`src/rtl/axi_mmio_pkg.sv`:
```
// Shared constants, status layout and write-FSM states for the MMIO sink.
package axi_mmio_pkg;

    localparam logic [31:0] DEF_CONSOLE_ADDR = 32'h1000_0000;
    localparam logic [31:0] DEF_STATUS_ADDR  = 32'h1000_0004;
    localparam logic [31:0] DEF_PASS_ADDR    = 32'h2000_0000;
    localparam logic [31:0] DEF_PASS_MAGIC   = 32'd123456789;
    localparam logic [31:0] DEAD_BEEF        = 32'hDEAD_BEEF;

    localparam int unsigned STAT_EMPTY     = 0;
    localparam int unsigned STAT_FULL      = 1;
    localparam int unsigned STAT_COUNT_LSB = 8;

    typedef enum logic [2:0] {
        StIdle,
        StHaveAw,
        StHaveW,
        StExec,
        StResp
    } wr_state_e;

    function automatic logic [31:0] status_word(input logic [7:0] cnt, input logic full,
                                                input logic empty);
        logic [31:0] w;
        w = '0;
        w[STAT_COUNT_LSB +: 8] = cnt;
        w[STAT_FULL]           = full;
        w[STAT_EMPTY]          = empty;
        return w;
    endfunction

endpackage

```
`src/rtl/axi_mmio_sink_if.sv`:
```
// AXI4-lite style bus without response codes: valid/ready/data per channel.
interface axi_mmio_sink_if;

    logic        awvalid;
    logic        awready;
    logic [31:0] awaddr;
    logic        wvalid;
    logic        wready;
    logic [31:0] wdata;
    logic [3:0]  wstrb;
    logic        bvalid;
    logic        bready;
    logic        arvalid;
    logic        arready;
    logic [31:0] araddr;
    logic        rvalid;
    logic        rready;
    logic [31:0] rdata;

    modport master (
        output awvalid, awaddr, wvalid, wdata, wstrb, bready, arvalid, araddr, rready,
        input  awready, wready, bvalid, arready, rvalid, rdata
    );

    modport slave (
        input  awvalid, awaddr, wvalid, wdata, wstrb, bready, arvalid, araddr, rready,
        output awready, wready, bvalid, arready, rvalid, rdata
    );

endinterface

```
`src/rtl/mmio_sync_fifo.sv`:
```
// Synchronous FIFO with occupancy count; a push into a full FIFO succeeds only with a pop.
module mmio_sync_fifo #(
    parameter int unsigned DEPTH = 16,
    parameter int unsigned WIDTH = 8
) (
    input  logic                   clk,
    input  logic                   resetn,
    input  logic                   push,
    input  logic [WIDTH-1:0]       din,
    input  logic                   pop,
    output logic [WIDTH-1:0]       dout,
    output logic                   full,
    output logic                   empty,
    output logic [$clog2(DEPTH):0] count
);

    localparam int unsigned PW = $clog2(DEPTH);

    logic [WIDTH-1:0] mem [DEPTH];
    logic [PW-1:0]    wr_ptr;
    logic [PW-1:0]    rd_ptr;
    logic             do_push;
    logic             do_pop;

    assign empty   = (count == '0);
    assign full    = (count == (PW + 1)'(DEPTH));
    assign do_pop  = pop && !empty;
    assign do_push = push && (!full || do_pop);
    assign dout    = mem[rd_ptr];

    always_ff @(posedge clk) begin
        if (do_push) begin
            mem[wr_ptr] <= din;
        end
    end

    // Pointers wrap naturally since DEPTH is a power of two.
    always_ff @(posedge clk) begin
        if (!resetn) begin
            wr_ptr <= '0;
            rd_ptr <= '0;
            count  <= '0;
        end else begin
            if (do_push) wr_ptr <= wr_ptr + 1'b1;
            if (do_pop)  rd_ptr <= rd_ptr + 1'b1;
            count <= count + {{PW{1'b0}}, do_push} - {{PW{1'b0}}, do_pop};
        end
    end

endmodule

```
`src/rtl/axi_mmio_sink.sv`:
```
// Console/test-result MMIO slave feeding a TX byte FIFO.
// Define AXI_MMIO_SINK_STALL_EN to gate readies and pushes with a free-running LFSR.
module axi_mmio_sink
    import axi_mmio_pkg::*;
#(
    parameter int unsigned FIFO_DEPTH   = 16,
    parameter logic [31:0] CONSOLE_ADDR = DEF_CONSOLE_ADDR,
    parameter logic [31:0] STATUS_ADDR  = DEF_STATUS_ADDR,
    parameter logic [31:0] PASS_ADDR    = DEF_PASS_ADDR,
    parameter logic [31:0] PASS_MAGIC   = DEF_PASS_MAGIC
) (
    input  logic                 clk,
    input  logic                 resetn,
    axi_mmio_sink_if.slave       bus,
    output logic                 tx_valid,
    input  logic                 tx_ready,
    output logic [7:0]           tx_data,
    output logic                 tests_passed,
    output logic                 bad_access
);

    localparam int unsigned CW = $clog2(FIFO_DEPTH) + 1;

    wr_state_e   state;
    logic        awready_q;
    logic        wready_q;
    logic        bvalid_q;
    logic        arready_q;
    logic        rvalid_q;
    logic [31:0] rdata_q;
    logic [31:0] waddr_q;
    logic [31:0] wdata_q;
    logic        strb0_q;

    logic [3:0]    gate;
    logic          aw_hit, w_hit, ar_hit;
    logic          have_aw, have_w;
    logic          want_push, exec_done, waddr_bad, raddr_bad;
    logic          fifo_push, fifo_pop, fifo_full, fifo_empty;
    logic [CW-1:0] fifo_count;
    logic [31:0]   rd_word;
    logic          unused_strb;

    assign unused_strb = ^bus.wstrb[3:1];

`ifdef AXI_MMIO_SINK_STALL_EN
    logic [15:0] lfsr;

    always_ff @(posedge clk) begin
        if (!resetn) begin
            lfsr <= 16'hACE1;
        end else begin
            lfsr <= {lfsr[14:0], lfsr[15] ^ lfsr[13] ^ lfsr[12] ^ lfsr[10]};
        end
    end

    assign gate = lfsr[3:0];
`else
    assign gate = 4'hF;
`endif

    assign bus.awready = awready_q && gate[0];
    assign bus.wready  = wready_q && gate[1];
    assign bus.arready = arready_q && gate[2];
    assign bus.bvalid  = bvalid_q;
    assign bus.rvalid  = rvalid_q;
    assign bus.rdata   = rdata_q;

    always_comb begin
        aw_hit    = bus.awvalid && bus.awready;
        w_hit     = bus.wvalid && bus.wready;
        ar_hit    = bus.arvalid && bus.arready;
        have_aw   = (state == StHaveAw) || aw_hit;
        have_w    = (state == StHaveW) || w_hit;
        waddr_bad = (waddr_q != CONSOLE_ADDR) && (waddr_q != STATUS_ADDR) &&
                    (waddr_q != PASS_ADDR);
        raddr_bad = (bus.araddr != STATUS_ADDR) && (bus.araddr != PASS_ADDR);
        want_push = (state == StExec) && (waddr_q == CONSOLE_ADDR) && strb0_q;
        fifo_pop  = tx_valid && tx_ready;
        // Full FIFO only accepts when the head leaves in the same cycle.
        fifo_push = want_push && (!fifo_full || fifo_pop) && gate[3];
        exec_done = (state == StExec) && (!want_push || fifo_push);
        if (bus.araddr == STATUS_ADDR) begin
            rd_word = status_word(8'(fifo_count), fifo_full, fifo_empty);
        end else if (bus.araddr == PASS_ADDR) begin
            rd_word = {31'b0, tests_passed};
        end else begin
            rd_word = DEAD_BEEF;
        end
    end

    always_ff @(posedge clk) begin
        if (!resetn) begin
            state        <= StIdle;
            awready_q    <= 1'b0;
            wready_q     <= 1'b0;
            bvalid_q     <= 1'b0;
            tests_passed <= 1'b0;
            waddr_q      <= '0;
            wdata_q      <= '0;
            strb0_q      <= 1'b0;
        end else begin
            unique case (state)
                StIdle, StHaveAw, StHaveW: begin
                    if (aw_hit) waddr_q <= bus.awaddr;
                    if (w_hit) begin
                        wdata_q <= bus.wdata;
                        strb0_q <= bus.wstrb[0];
                    end
                    if (have_aw && have_w) begin
                        state     <= StExec;
                        awready_q <= 1'b0;
                        wready_q  <= 1'b0;
                    end else if (have_aw) begin
                        state     <= StHaveAw;
                        awready_q <= 1'b0;
                        wready_q  <= 1'b1;
                    end else if (have_w) begin
                        state     <= StHaveW;
                        awready_q <= 1'b1;
                        wready_q  <= 1'b0;
                    end else begin
                        awready_q <= 1'b1;
                        wready_q  <= 1'b1;
                    end
                end
                StExec: begin
                    if (exec_done) begin
                        if (waddr_q == PASS_ADDR && wdata_q == PASS_MAGIC) tests_passed <= 1'b1;
                        state    <= StResp;
                        bvalid_q <= 1'b1;
                    end
                end
                StResp: begin
                    if (bus.bready) begin
                        state     <= StIdle;
                        bvalid_q  <= 1'b0;
                        awready_q <= 1'b1;
                        wready_q  <= 1'b1;
                    end
                end
                default: state <= StIdle;
            endcase
        end
    end

    always_ff @(posedge clk) begin
        if (!resetn) begin
            arready_q <= 1'b0;
            rvalid_q  <= 1'b0;
            rdata_q   <= '0;
        end else if (rvalid_q) begin
            if (bus.rready) begin
                rvalid_q  <= 1'b0;
                arready_q <= 1'b1;
            end
        end else if (ar_hit) begin
            arready_q <= 1'b0;
            rvalid_q  <= 1'b1;
            rdata_q   <= rd_word;
        end else begin
            arready_q <= 1'b1;
        end
    end

    always_ff @(posedge clk) begin
        if (!resetn) begin
            bad_access <= 1'b0;
        end else if ((state == StExec && waddr_bad) || (ar_hit && raddr_bad)) begin
            bad_access <= 1'b1;
        end
    end

    mmio_sync_fifo #(
        .DEPTH (FIFO_DEPTH),
        .WIDTH (8)
    ) u_fifo (
        .clk    (clk),
        .resetn (resetn),
        .push   (fifo_push),
        .din    (wdata_q[7:0]),
        .pop    (fifo_pop),
        .dout   (tx_data),
        .full   (fifo_full),
        .empty  (fifo_empty),
        .count  (fifo_count)
    );

    assign tx_valid = !fifo_empty;

endmodule

```
`src/flat_wrapper.sv`:
```
// flat-port wrapper written by rule: the top's interface ports become plain ports
module axi_mmio_sink_flat import axi_mmio_pkg::*;
#(
    parameter int unsigned FIFO_DEPTH   = 16,
    parameter logic [31:0] CONSOLE_ADDR = DEF_CONSOLE_ADDR,
    parameter logic [31:0] STATUS_ADDR  = DEF_STATUS_ADDR,
    parameter logic [31:0] PASS_ADDR    = DEF_PASS_ADDR,
    parameter logic [31:0] PASS_MAGIC   = DEF_PASS_MAGIC
)
  (clk, resetn, tx_valid, tx_ready, tx_data, tests_passed, bad_access, bus_awvalid, bus_awaddr, bus_wvalid, bus_wdata, bus_wstrb, bus_bready, bus_arvalid, bus_araddr, bus_rready, bus_awready, bus_wready, bus_bvalid, bus_arready, bus_rvalid, bus_rdata);
  axi_mmio_sink_if bus_i ();
  input  logic clk;
  input  logic resetn;
  output logic tx_valid;
  input  logic tx_ready;
  output logic [7:0] tx_data;
  output logic tests_passed;
  output logic bad_access;
  input wire logic [$bits(bus_i.awvalid)-1:0] bus_awvalid;
  input wire logic [$bits(bus_i.awaddr)-1:0] bus_awaddr;
  input wire logic [$bits(bus_i.wvalid)-1:0] bus_wvalid;
  input wire logic [$bits(bus_i.wdata)-1:0] bus_wdata;
  input wire logic [$bits(bus_i.wstrb)-1:0] bus_wstrb;
  input wire logic [$bits(bus_i.bready)-1:0] bus_bready;
  input wire logic [$bits(bus_i.arvalid)-1:0] bus_arvalid;
  input wire logic [$bits(bus_i.araddr)-1:0] bus_araddr;
  input wire logic [$bits(bus_i.rready)-1:0] bus_rready;
  output wire logic [$bits(bus_i.awready)-1:0] bus_awready;
  output wire logic [$bits(bus_i.wready)-1:0] bus_wready;
  output wire logic [$bits(bus_i.bvalid)-1:0] bus_bvalid;
  output wire logic [$bits(bus_i.arready)-1:0] bus_arready;
  output wire logic [$bits(bus_i.rvalid)-1:0] bus_rvalid;
  output wire logic [$bits(bus_i.rdata)-1:0] bus_rdata;
  assign bus_i.awvalid = bus_awvalid;
  assign bus_i.awaddr = bus_awaddr;
  assign bus_i.wvalid = bus_wvalid;
  assign bus_i.wdata = bus_wdata;
  assign bus_i.wstrb = bus_wstrb;
  assign bus_i.bready = bus_bready;
  assign bus_i.arvalid = bus_arvalid;
  assign bus_i.araddr = bus_araddr;
  assign bus_i.rready = bus_rready;
  assign bus_awready = bus_i.awready;
  assign bus_wready = bus_i.wready;
  assign bus_bvalid = bus_i.bvalid;
  assign bus_arready = bus_i.arready;
  assign bus_rvalid = bus_i.rvalid;
  assign bus_rdata = bus_i.rdata;
  axi_mmio_sink #(.FIFO_DEPTH(FIFO_DEPTH), .CONSOLE_ADDR(CONSOLE_ADDR), .STATUS_ADDR(STATUS_ADDR), .PASS_ADDR(PASS_ADDR), .PASS_MAGIC(PASS_MAGIC)) u_core (.clk(clk), .resetn(resetn), .bus(bus_i), .tx_valid(tx_valid), .tx_ready(tx_ready), .tx_data(tx_data), .tests_passed(tests_passed), .bad_access(bad_access));
endmodule
```
`config.mk`:
```
export PLATFORM = sky130hd
export DESIGN_NAME = axi_mmio_sink_flat
export DESIGN_NICKNAME = d
export VERILOG_FILES = /design/src/rtl/axi_mmio_pkg.sv /design/src/rtl/axi_mmio_sink_if.sv /design/src/rtl/mmio_sync_fifo.sv /design/src/rtl/axi_mmio_sink.sv /design/src/flat_wrapper.sv
export SDC_FILE = /design/constraint.sdc
export NUM_CORES = 1
export LEC_CHECK = 0
export ABC_AREA = 0
export BUFFER_PORTS_ARGS = -buffer_cell sky130_fd_sc_hd__buf_2
export CAP_MARGIN = 25
export CORE_UTILIZATION = 56
export CTS_CLUSTER_DIAMETER = 150
export DETAILED_ROUTE_END_ITERATION = 7
export GPL_TIMING_DRIVEN = 1
export PLACE_DENSITY = 0.91
export SYNTH_ARGS = -nofsm -noshare
export SYNTH_HDL_FRONTEND = slang
export SYNTH_HIERARCHICAL = 1
export SYNTH_SLANG_ARGS = --single-unit
```
`constraint.sdc`:
```
create_clock -name clk -period 3.95 [get_ports clk]
set_clock_uncertainty 0.2 [all_clocks]
set_input_delay 0.79 -clock clk [delete_from_list [all_inputs] [get_ports clk]]
set_output_delay 0.79 -clock clk [all_outputs]
set_load 0.005 [all_outputs]
```
==> impl_metrics.yaml <==
sta:
  worst_slew_pin_slew_ps: 807
  rsz0062_at_grt: "no"
  hold_violations: 0
  period_minus_slack_ps: 3810
  fmax_ghz: 0.263
  report.final.slew_viol_count: 0
  holdWs_ps: 250
  finalSetupViolations: 0
  timing.final.crit_share_pct: 96.4
  slew-limit-headroom_pct: 46.2
setup_path:
  worst_setup_path_start_kind: "flip-flop"
  worstSetupPathType: "flip-flop to flip-flop"
  slowest_stage: "or3_4"
  r2r_cells: 16
  critical_path_arrival_ps: 4010
  path_delay_family: "simple AND/OR/NAND/NOR gates"
  r2r-end: "u_core/u_fifo/count[4]$_SDFF_PN0_"
  cp_cell_sequence: "nor4_2 > nand4_1 > or2_1 > or3_4 > a211oi_4 > o21a_2 > inv_1 > ha_1 > inv_1 > ha_1 > inv_1 > fa_2 > nand2b_4 > a21oi_2 > o21ai_0 > and3b_1"
  path_max_fanout: 4
  rr_startpoint: "u_core/waddr_q[14]$_SDFFE_PN0P_"
  worstPathRequired_ps: 4150
  path_buf_inv: 3
  rrSetupSlack_ps: 140
  max_stage_delay_ps: 360
  crit_path_end_kind: "flip-flop"
  cp_common_cell: "inv_1"
floorplan:
  initial_core_util_pct: 57.2
  die_h_um: 132
  ios: 156
  dieWidth_um: 132
  die-area_mm2: 0.0174
  rows: 47
  coreArea_mm2: 0.0165
detailed_routing:
  dr.pass1.iters: 7
  dr.first_iter.drc_count: 452
  drt_wl_total_mm: 20.1
  drc: 0
  routedWlPerCell_um: 17.7
  ant_nets: 0
  num_vias: 6352
  via_per_inst: 5.60
placed_design:
  gp_congestion: 0.827
  place_area_mm2: 0.0103
  io_buffer_count: 145
  dp_hpwl_mm: 13.1
final_layout:
  fillers: 1124
  drive_gt1_share_pct: 26.3
  seq_area_mm2: 0.00585
  multi_input_area_mm2: 0.00325
  layout_common_cells: "159 x nand2_1, 145 x buf_2, 128 x edfxtp_1"
  final_core_util_pct: 67.5
  final_cell_area_mm2: 0.0111
  syn_to_final_growth_pct: 17.9
  final_common_cell: "nand2_1"
  antenna_cells: 0
  nets: 1018
global_routing:
  use_met2_pct: 38.9
  track_usage_pct: 23.1
  met1_usage_pct: 29.4
  grt_start_max_net_pins: 98
  grt_overflow: 0
  grtUsageMet3_pct: 5.00
  busiest_layer: "met2"
  antenna_found_initial: 1
  grt_pass1_wl_mm: 31.7
  first_global_vias: 6229
yosys:
  synth-seq-cells: 228
  syn_area_mm2: 0.00946
  async_reset_ff_share_pct: 0
  synth_ff_type: "edfxtp_1"
  yosysSeqAreaShare_pct: 61.8
  synth_edf_count: 128
  synthesis.instances: 759
  synth.distinct_cells: 60
  yosysWarnings: 6
  synth.avg_cell_area_um2: 12.5
worst_hold_path:
  holdCritPathClass: "flip-flop to flip-flop"
  hold_depth: 2
  hold-path-endpoint: "u_core/wdata_q[24]$_SDFFE_PN0P_"
  worstHoldStart: "u_core/wdata_q[24]$_SDFFE_PN0P_"
clock_network:
  cts_sinks: 228
  cts_buffers: 22
  cts.clk_slew.worst_paths_ps: 60
  root_buffer: "clkbuf_16"
  cts_max_path_buffers: 3
  hold_buffers: 0
  cts_tree: "yes"
  clock_latency_ps: 510
  ctsHtreeMaxLevel: 1
power:
  finalPower_mw: 5.66
  power_per_cell_area_mw_per_mm2: 508
  ir_worst_vdd_mv: 0.346
  leakagePower_nw: 4.28
run:
  cap_violations: 0
run_status:
  status: "finished clean"
[final cells by class]
cell class | instances | share of cell area (%)
clock buffer | 30 | 5.75
sequential | 228 | 52.5
clock inverter | 10 | 0.819
multi-input combinational | 458 | 29.2
inverter | 16 | 0.539
tap | 220 | 2.47
timing repair buffer | 172 | 8.81
[power by group]
part           total (mW)  switching [mW]  internal [mW]
clock                2.07           0.861           1.21
combinational       0.888           0.431          0.457
sequential           2.71           0.117           2.59
total                5.66            1.41           4.25
[registers in the layout, indices dropped and copies added (netlist names), named ones only]
name	cells
u_core/bad_access	1
u_core/bus.arready	1
u_core/bus.awready	1
u_core/bus.bvalid	1
u_core/bus.rdata	8
u_core/bus.rvalid	1
u_core/bus.wready	1
u_core/state	3
u_core/strb0_q	1
u_core/tests_passed	1
u_core/u_fifo/count	5
u_core/u_fifo/mem	128
u_core/u_fifo/rd_ptr	4
u_core/u_fifo/wr_ptr	4
u_core/waddr_q	32
u_core/wdata_q	32
[worst min-delay path, stage by stage (launching register included)]
cell and delay [ps]:
dfxtp_1 300, nand2_1 50, a21boi_1 50
[how the worst max path moves through the flow]
stage / from / end / cells after the start
6_report: u_core/waddr_q[14]$_SDFFE_PN0P_ / u_core/u_fifo/count[4]$_SDFF_PN0_ / 16
5_1_grt: u_core/waddr_q[14]$_SDFFE_PN0P_ / u_core/u_fifo/count[4]$_SDFF_PN0_ / 16
4_1_cts: u_core/waddr_q[3]$_SDFFE_PN0P_ / u_core/u_fifo/count[4]$_SDFF_PN0_ / 16
3_5_place_dp: u_core/waddr_q[15]$_SDFFE_PN0P_ / u_core/u_fifo/count[4]$_SDFF_PN0_ / 16
3_3_place_gp: u_core/waddr_q[20]$_SDFFE_PN0P_ / u_core/u_fifo/count[4]$_SDFF_PN0_ / 16
2_1_floorplan: u_core/waddr_q[15]$_SDFFE_PN0P_ / u_core/u_fifo/count[4]$_SDFF_PN0_ / 16
[logic make-up after synthesis]
family	after synthesis	share of synthesized area [%]
AO/OA/AOI/OAI	126	9.45
XOR/XNOR	7	0.648
adder cells (fa/ha/maj)	12	1.67
buffers and inverters	79	4.59
flip-flops	228	61.8
multiplexers	34	8.48
other	1	0.0397
AND/OR/NAND/NOR	272	13.3
[metrics by stage]
| stage | TNS, ps | worst slack (ps) | std cells |
|---|---|---|---|
| 2_1_floorplan | 0 | 352 | 765 |
| 3_3_place_gp | 0 | 142 | 1088 |
| 3_5_place_dp | -35.9 | -35.9 | 1089 |
| 4_1_cts | 0 | 7.54 | 1131 |
| 5_1_grt | 0 | 14.6 | 1134 |
| 6_report | 0 | 142 | 1134 |
[Yosys cell counts (2+ instances only)]
master | number | area, um2
buf_6 | 3 | 33.8
clkdlybuf4s25_2 | 3 | 30.0
ha_1 | 11 | 138
a21boi_1 | 66 | 495
nand3_1 | 10 | 50.1
o211a_1 | 2 | 20.0
o311a_1 | 2 | 20.0
a22oi_1 | 16 | 120
nor3_1 | 9 | 45.0
nor2_1 | 26 | 97.6
and3_1 | 5 | 31.3
nor4bb_1 | 3 | 30.0
mux4_1 | 16 | 420
nand4_1 | 9 | 56.3
edfxtp_1 | 128 | 3840
nor2b_1 | 3 | 18.8
dfxtp_1 | 100 | 2000
clkbuf_1 | 29 | 109
nand3b_1 | 2 | 15.0
nor4_1 | 14 | 87.6
a21oi_1 | 11 | 55.1
buf_4 | 25 | 188
o21ai_0 | 11 | 55.1
inv_1 | 15 | 56.3
nand2b_1 | 10 | 62.6
a21boi_0 | 4 | 30.0
mux4_2 | 16 | 360
buf_2 | 2 | 10.0
nand2_1 | 159 | 597
xnor2_1 | 6 | 52.6
or3_1 | 2 | 12.5
and2_1 | 10 | 62.6
o21ai_1 | 4 | 20.0
[routing by layer]
| metal | wire length, um | vias to the layer above |
|---|---|---|
| met5 | 12 | - |
| met4 | 596 | 2 |
| met3 | 1400 | 53 |
| met2 | 10000 | 271 |
| met1 | 8080 | 3024 |
| li1 | - | 3002 |
[what timing repair did]
| item | 4_1_cts | 5_1_grt |
|---|---|---|
| gates resized for setup | 4 | 7 |
| gates cloned | 0 | 0 |
| pin swaps | 2 | 6 |
| buffers inserted | 2 | 1 |
| setup endpoints to repair | 1 | 1 |
Power figures use the tool's default switching activity.
